File: src/rtl/sweep_counter.sv
// Programmable up/down modulo sweep counter with start/pause/abort control.
// Optional SWEEP_PINGPONG_EN adds a pingpong input that reverses direction at terminals.
module sweep_counter #(
   parameter int WIDTH  = 10,
   parameter int STEP_W = 4
) (
   input  logic              clk,
   input  logic              rst,
   input  logic              clk_en,
   input  logic              start,
   input  logic              stop,
   input  logic              dir,
   input  logic              continuous,
`ifdef SWEEP_PINGPONG_EN
   input  logic              pingpong,
`endif
   input  logic [WIDTH-1:0]  limit,
   input  logic [STEP_W-1:0] step,
   output logic [WIDTH-1:0]  count,
   output logic              busy,
   output logic              wrap,
   output logic              done
);

   typedef enum logic [1:0] {
      IDLE  = 2'd0,
      RUN   = 2'd1,
      PAUSE = 2'd2
   } state_t;

   state_t           state;
   logic             cfg_dir;
   logic             cfg_cont;
   logic [WIDTH-1:0] cfg_limit;
   logic [WIDTH-1:0] cfg_step;
`ifdef SWEEP_PINGPONG_EN
   logic             cfg_pp;
`endif

   logic [WIDTH-1:0] step_eff;
   logic [WIDTH:0]   sum;
   logic [WIDTH-1:0] nxt;
   logic [WIDTH-1:0] wrap_val;
   logic             term;

   assign step_eff = (step == '0) ? WIDTH'(1) : WIDTH'(step);

   // Sum is one bit wider so count+step can never alias below limit.
   always_comb begin
      sum      = {1'b0, count} + {1'b0, cfg_step};
      term     = 1'b0;
      nxt      = count;
      wrap_val = cfg_dir ? cfg_limit : '0;
      if (cfg_dir) begin
         term = (count < cfg_step);
         nxt  = count - cfg_step;
      end else begin
         term = (sum > {1'b0, cfg_limit});
         nxt  = sum[WIDTH-1:0];
      end
`ifdef SWEEP_PINGPONG_EN
      if (cfg_pp)
         wrap_val = cfg_dir ? '0 : cfg_limit;
`endif
   end

   always_ff @(posedge clk) begin
      if (rst) begin
         state     <= IDLE;
         count     <= '0;
         busy      <= 1'b0;
         wrap      <= 1'b0;
         done      <= 1'b0;
         cfg_dir   <= 1'b0;
         cfg_cont  <= 1'b0;
         cfg_limit <= '0;
         cfg_step  <= '0;
`ifdef SWEEP_PINGPONG_EN
         cfg_pp    <= 1'b0;
`endif
      end else begin
         // Event pulses self-clear regardless of clk_en.
         wrap <= 1'b0;
         done <= 1'b0;
         if (clk_en) begin
            unique case (state)
               IDLE: begin
                  if (start && !stop) begin
                     state     <= RUN;
                     busy      <= 1'b1;
                     cfg_dir   <= dir;
                     cfg_cont  <= continuous;
                     cfg_limit <= limit;
                     cfg_step  <= step_eff;
`ifdef SWEEP_PINGPONG_EN
                     cfg_pp    <= pingpong;
`endif
                     count     <= dir ? limit : '0;
                  end
               end
               RUN: begin
                  if (stop) begin
                     state <= PAUSE;
                  end else if (!term) begin
                     count <= nxt;
                  end else if (cfg_cont) begin
                     wrap  <= 1'b1;
                     count <= wrap_val;
`ifdef SWEEP_PINGPONG_EN
                     if (cfg_pp)
                        cfg_dir <= !cfg_dir;
`endif
                  end else begin
                     done  <= 1'b1;
                     state <= IDLE;
                     busy  <= 1'b0;
                  end
               end
               PAUSE: begin
                  if (stop) begin
                     state <= IDLE;
                     busy  <= 1'b0;
                     count <= '0;
                     done  <= 1'b1;
                  end else if (start) begin
                     state <= RUN;
                  end
               end
               default: begin
                  state <= IDLE;
                  busy  <= 1'b0;
               end
            endcase
         end
      end
   end

endmodule
File: config.mk
export PLATFORM = sky130hd
export DESIGN_NAME = sweep_counter
export DESIGN_NICKNAME = d
export VERILOG_FILES = /design/src/rtl/sweep_counter.sv
export SDC_FILE = /design/constraint.sdc
export NUM_CORES = 1
export LEC_CHECK = 0
export ABC_AREA = 1
export BUFFER_PORTS_ARGS = -buffer_cell sky130_fd_sc_hd__buf_2
export CAP_MARGIN = 20
export CELL_PAD_IN_SITES_DETAIL_PLACEMENT = 0
export CELL_PAD_IN_SITES_GLOBAL_PLACEMENT = 2
export CORE_MARGIN = 3
export CORE_UTILIZATION = 29
export DETAILED_ROUTE_END_ITERATION = 10
export PLACE_DENSITY = 0.75
export SLEW_MARGIN = 5
export SYNTH_ARGS = -nofsm -noshare
export SYNTH_HDL_FRONTEND = slang
export SYNTH_SLANG_ARGS = --single-unit
File: constraint.sdc
create_clock -name clk -period 3 [get_ports clk]
set_input_delay 0.6 -clock clk [delete_from_list [all_inputs] [get_ports clk]]
set_output_delay 0.6 -clock clk [all_outputs]
set_load 0.03 [all_outputs]
==> results of run 1 <==
-- report_power, final --
part | internal [mW] | total (mW) | switching [mW]
clock network | 0.163 | 0.329 | 0.166
logic | 0.228 | 0.578 | 0.350
registers | 0.434 | 0.454 | 0.0196
-- sequential cells by signal (all words and copies together), names as in the netlist --
name and flops:
cfg_step 4, count 10, cfg_cont 1, wrap 1
busy 1, done 1, state 2, cfg_dir 1
cfg_limit 10
-- cell usage after synthesis (4+ instances only) --
cell type and number:
a21oi_1 43, inv_1 44, nor3_1 6, ha_1 22, nand2_1 102, o21ai_0 20, a21oi_2 5, nand3b_1 10
dfxtp_1 31, nand4_1 16, nand2_2 5, nand3_1 45, nor2_2 9, and2_1 4, nor2_1 13, clkbuf_1 10
-- cell families after synthesis --
group,count (synthesis),share of synthesized area (%)
and+or+nand+nor,215,38.41
adders and majority gates,24,11.88
xor gates and xnor gates,4,1.320
buffers and inverters,66,10.60
DFF,31,23.37
AOI/OAI and AO/OA,71,14.42
-- stage by stage --
stage	cell area, um^2	power [mW]	setup WS [ps]
after detailed placement	3134	0.9422	-188.4
final	3671	1.360	103.3
after global placement	3134	0.9434	-168.1
after CTS	3269	1.288	-10.83
after floorplan	2660	0.7772	6.428
after global routing	3671	1.452	-91.04
-- what timing repair did --
| action | 4_1_cts | 5_1_grt |
|---|---|---|
| pin swaps | 4 | 19 |
| gates resized for setup | 12 | 83 |
| buffers inserted | 0 | 3 |
| gates cloned | 0 | 1 |
| endpoints found under the setup margin | 14 | 15 |
-- worst max-delay path, cell delays in order, from the launching register on --
cell     delay (ps)
dfxtp_2         340
ha_4            160
fa_2            390
nand3_2          90
nand2_2          80
xor2_2          170
ha_1            320
nand2_2          70
nor3_4          210
nor2b_4         180
a21oi_2          70
nand2_2          90
nand2_4          70
nand3_4          80
nand2_4          80
buf_12          160
nor2_2           70
nand2_1          50
a21oi_1         120
-- final cells by class --
class / instances / area, um^2
Fill cell: 941 / 5135
Multi-Input combinational cell: 314 / 2121
Sequential cell: 31 / 633.1
Timing Repair Buffer: 73 / 510.5
Inverter: 46 / 190.2
Tap cell: 108 / 135.1
Clock buffer: 7 / 76.32
Clock inverter: 1 / 5.005
-- metal layers --
| metal | share of wire (%) | vias up | wire length (um) | track usage [%] |
|---|---|---|---|---|
| met2 | 46 | 42 | 4167 | 27.82 |
| met4 | 1.3 | 0 | 114 | 3.579 |
| li1 | - | 1482 | - | - |
| met3 | 2.4 | 11 | 215 | 2.204 |
| met1 | 50 | 1324 | 4540 | 25.87 |
| met5 | 0 | - | 0 | 0 |
-- how the worst min path moves through the flow --
| stage | start | to | slack, ps | cells after the start |
|---|---|---|---|---|
| floorplan | cfg_limit[1] | cfg_limit[1] | 450 | 2 |
| global placement | busy | busy | 450 | 2 |
| detailed placement | busy | busy | 450 | 2 |
| CTS | busy | busy | 460 | 2 |
| global route | busy | busy | 490 | 2 |
| finish | busy | busy | 460 | 2 |
==> flow_summary.yaml, run 1 <==
setup_path:
  endpoint_kind: "register"
  rr_worst_depth: 18
  reg2reg_to: "count[2]"
  worst-path-max-fanout: 7
  regToRegStartpoint: "count[0]"
  r2r_slack_ps: 100
  required_ps: 3210
  setup.worst_path.end: "count[2]"
  startpoint: "count[0]"
  criticalPathCategory: "register to register"
  crit_arrival_ps: 3110
  worstSetupStartpointType: "register"
yosys:
  synth_seq_cells: 31
  synth_edf_count: 0
  ys_warn_count: 0
  yosysTopAreaCellShare_pct: 23.37
  synth_seq_area_share_pct: 23.37
  synth_top_cells_by_area: "dfxtp_1 23%, nand2_1 14%, ha_1 10%, nand3_1 8.5%, a21oi_1 8.1%"
  ys_async_sr_fraction_pct: 0
  yosys.area.top_type: "dfxtp_1"
  mappedNetlistArea_mm2: 0.002655
  synth_top_flop_cell: "dfxtp_1"
  synth_cell_types: 33
  syn_avg_cell_area_um2: 6.460
  synth_fp_nets: 456
  syn_inst: 411
floorplanning:
  die_area_mm2: 0.01034
  io_pins: 34
  die_h_um: 101.7
  die_x_um: 101.7
  num_rows: 34
  coreArea_mm2: 0.008806
  initial_core_util_pct: 30.15
layout:
  layout.cells.non_filler: 580
  diodes: 0
  final_cell_mix: "88 x nand2_1, 39 x a21oi_1, 37 x inv_1, 37 x nand3_1, 34 x buf_4"
  layout.cells.most_common: "nand2_1"
  drive_gt1_share_pct: 35.81
  fin_util_pct: 41.69
  syn_to_final_growth_pct: 38.27
  num-nets-final: 516
grt:
  grt_use_total_pct: 17.67
  grt_pass1_vias: 2833
  antenna_found_initial: 0
  grt.overflow.total: 0
  grt_pass1_wl_mm: 14.50
  grt_max_degree: 28
sta:
  hold_viol: 0
  rsz0062_at_grt: "yes"
  period_share_pct: 96.56
  setup_viol: 0
  relSlewSlack_pct: 48.56
  report.final.slew_viol_count: 0
  fin_setup_tns_ps: 0
  fin_crit_ps: 2897
  whs_ps: 462.4
  worstMarginPinSlew_ps: 770.8
  fmax_mhz: 345.2
  fin_worst_skew_ps: 7.502
clock_network:
  cts_tree: "yes"
  clkTransAtPathRegs_ps: 70
  htreeDepth: 2
  clock_sinks: 31
  cts_buffers: 5
  cts-root-buf: "clkbuf_8"
  ctsHoldBuffers: 0
  clock_path_buffers: 2
  clkLatencyLatePin_ps: 290
placement:
  io_buffers: 33
  gp_congestion: 0.8633
  dpl.cell_count: 568
  hpwl_mm: 6.692
hold_path:
  hold_path_class: "register to register"
status:
  status: "complete, no violations"
detailed_routing:
  routed_wl_mm: 9.038
  drcViolationCount: 0
  vias_per_cell: 4.929
  wl_per_cell_um: 15.58
  num_vias: 2859
  firstDrtPassIters: 4
  postRouteAntennaNets: 0
  drt_iter0_markers: 99
flow_run:
  maxCapViolCount: 0
power_and_ir_drop:
  p_per_area_mw_per_mm2: 370.6
  vdd_drop_max_mv: 0.1556
  p_leak_nw: 1.634
(Power assumes the default switching activity.)
==> run 2, diff against run 1 <==
--- a/config.mk
+++ b/config.mk
@@ -9,10 +9,8 @@
 export BUFFER_PORTS_ARGS = -buffer_cell sky130_fd_sc_hd__buf_2
 export CAP_MARGIN = 20
-export CELL_PAD_IN_SITES_DETAIL_PLACEMENT = 0
-export CELL_PAD_IN_SITES_GLOBAL_PLACEMENT = 2
 export CORE_MARGIN = 3
-export CORE_UTILIZATION = 29
+export CORE_UTILIZATION = 50
 export DETAILED_ROUTE_END_ITERATION = 10
-export PLACE_DENSITY = 0.75
+export PLACE_DENSITY = 0.71
 export SLEW_MARGIN = 5
 export SYNTH_ARGS = -nofsm -noshare
==> constraint.sdc (replaced) <==
create_clock -name clk -period 3 [get_ports clk]
set_input_delay 0.6 -clock clk [delete_from_list [all_inputs] [get_ports clk]]
set_output_delay 0.6 -clock clk [all_outputs]
set_load 0.05 [all_outputs]
==> run 2 against run 1 <==
Global-route usage rose by 6.8 points; wire length fell by 13%; power grew 0.85%; core utilization is 30 points higher; cell count shrank 8.1%; clock power grew 11%; clock-buffer cell count increased by 1; design area decreased by 4.4%; clock skew down 2.5 ps; worst setup slack got worse by 37 ps; hold slack got worse by 1.4 ps; largest cell class unchanged; largest power group unchanged.
==> flow_summary.yaml, run 2 (same netlist as run 1, synthesis figures left out) <==
sta:
  rsz0062_at_grt: "yes"
  report.final.slew_viol_count: 0
  fin_crit_ps: 2934
  fin_worst_skew_ps: 4.993
  worstMarginPinSlew_ps: 708.9
  relSlewSlack_pct: 52.69
  setup_viol: 0
  whs_ps: 461.1
  hold_viol: 0
  period_share_pct: 97.80
  fmax_mhz: 340.8
setup_path:
  worstSetupStartpointType: "register"
  r2r_slack_ps: 70
  startpoint: "cfg_step[0]"
  setup.worst_path.end: "count[1]"
  reg2reg_to: "count[1]"
  criticalPathCategory: "register to register"
  regToRegStartpoint: "cfg_step[0]"
  required_ps: 3210
  rr_worst_depth: 23
  endpoint_kind: "register"
  worst-path-max-fanout: 6
  crit_arrival_ps: 3140
layout:
  fin_util_pct: 71.47
  final_cell_mix: "91 x nand2_1, 41 x nand3_1, 41 x a21oi_1, 38 x inv_1, 33 x buf_2"
  largest_registers: "cfg_limit (10), count (10), cfg_step (4)"
  syn_to_final_growth_pct: 32.19
  drive_gt1_share_pct: 33.48
  diodes: 0
  num-nets-final: 510
  layout.cells.most_common: "nand2_1"
floorplanning:
  die_h_um: 78.87
  initial_core_util_pct: 54.06
  die_x_um: 78.87
  die_area_mm2: 0.006220
  coreArea_mm2: 0.004911
  io_pins: 34
  num_rows: 25
power_and_ir_drop:
  p_comb_share_pct: 40.2
  switching_share_pct: 37.57
  vdd_drop_max_mv: 0.3686
  pwr-share-clk_pct: 26.6
  p_int_uw: 856.6
  p_per_area_mw_per_mm2: 390.9
  p_leak_nw: 1.572
  seqPwrFrac_pct: 33.2
  power_mw: 1.372
  p_sw_uw: 515.4
grt:
  grt_pass1_vias: 2578
  grt_pass1_wl_mm: 12.19
  grt.overflow.total: 0
  antenna_found_initial: 0
  grt_use_total_pct: 24.45
  grt_max_degree: 28
clock_network:
  cts_tree: "yes"
  clkTransAtPathRegs_ps: 60
  cts_buffers: 5
  ctsHoldBuffers: 0
  clock_path_buffers: 2
  clock_sinks: 31
  cts-root-buf: "clkbuf_8"
  htreeDepth: 2
  clkLatencyLatePin_ps: 290
placement:
  hpwl_mm: 5.712
  gp_congestion: 0.9646
  io_buffers: 33
detailed_routing:
  vias_per_cell: 5.544
  firstDrtPassIters: 4
  num_vias: 2955
  route.met3.wl_um: 410
  drt_iter0_markers: 218
  drcViolationCount: 0
  wl_met2_mm: 3.663
  postRouteAntennaNets: 0
  routed_wl_mm: 7.865
  maxUsedRoutingLayer: "met4"
  wl_per_cell_um: 14.76
  wl_met1_mm: 3.671
flow_run:
  maxCapViolCount: 0
status:
  status: "complete, no violations"
hold_path:
  hold_path_class: "register to register"
[run 2: cell types whose count changed in the layout (fill, tap and decap cells not counted), moves of 3 or more]
cell,delta
nand2_4,-3
buf_4,-4
nand2_1,+3
nand3_2,-3
nand3_1,+4
inv_6,-3
[run 2: cell type report]
type                       count  area (um^2)
tap                           67        83.83
multi-input combinational    314         2056
fill                         407         1401
clock buffer                   8        100.1
timing repair buffer          67        457.9
inverter                      46        177.7
sequential                    31        634.4
[run 2: repair_timing]
item                                   4_1_cts  5_1_grt
cloned                                       0        1
setup buffers                                0        5
pin swaps                                    0       21
setup endpoints to repair                   12       15
endpoints found under the hold margin        0        0
gates resized for setup                      8       60
[run 2: how the worst min path moves through the flow]
stage | from | endpoint | slack, ps | cells after the start
after floorplan | cfg_limit[1] | cfg_limit[1] | 450 | 2
after global placement | busy | busy | 450 | 2
after detailed placement | busy | busy | 450 | 2
after CTS | busy | busy | 460 | 2
after global routing | busy | busy | 500 | 2
final | busy | busy | 460 | 2
[run 2: per-stage QoR]
step,std cells,instance area [um^2],setup TNS [ps],setup slack [ps]
after floorplan,411,2663,0,4.151
after global placement,519,3025,-69.62,-53.14
after detailed placement,519,3025,-246.0,-67.56
after CTS,527,3159,0,26.01
after global routing,533,3510,-990.9,-114.5
final,533,3510,0,66.00
[run 2: worst max-delay path, cell delays in order (launching register included)]
cell     delay, ps
dfxtp_2        330
ha_4           170
fa_2           390
nand3_2         80
nand2_2         60
buf_6          130
xor2_4         160
ha_4           260
nand2_1         90
nand2_1         50
nand2_1         50
nand2_1         40
nand2_1         60
nand3_1         90
nand2_1         70
nand2_1         60
nand2_2         70
nand2_2         60
nand3_2         90
nand2_4         90
buf_12         160
nor2_2          70
nand2_1         70
a21oi_2        150
[run 2: routing by layer]
metal	vias up	GRT usage (%)
met5	-	0
met3	11	2.381
met1	1375	34.85
li1	1473	-
met2	96	38.96
met4	0	7.560
[run 2: power by group through the flow]
stage          Sequential [mW]  Clock, mW  Combinational (mW)
2_1_floorplan            0.489          0               0.302
3_3_place_gp             0.462          0               0.463
3_5_place_dp             0.463          0               0.467
4_1_cts                  0.454      0.367               0.481
5_1_grt                  0.459      0.390               0.604
6_report                 0.456      0.364               0.552
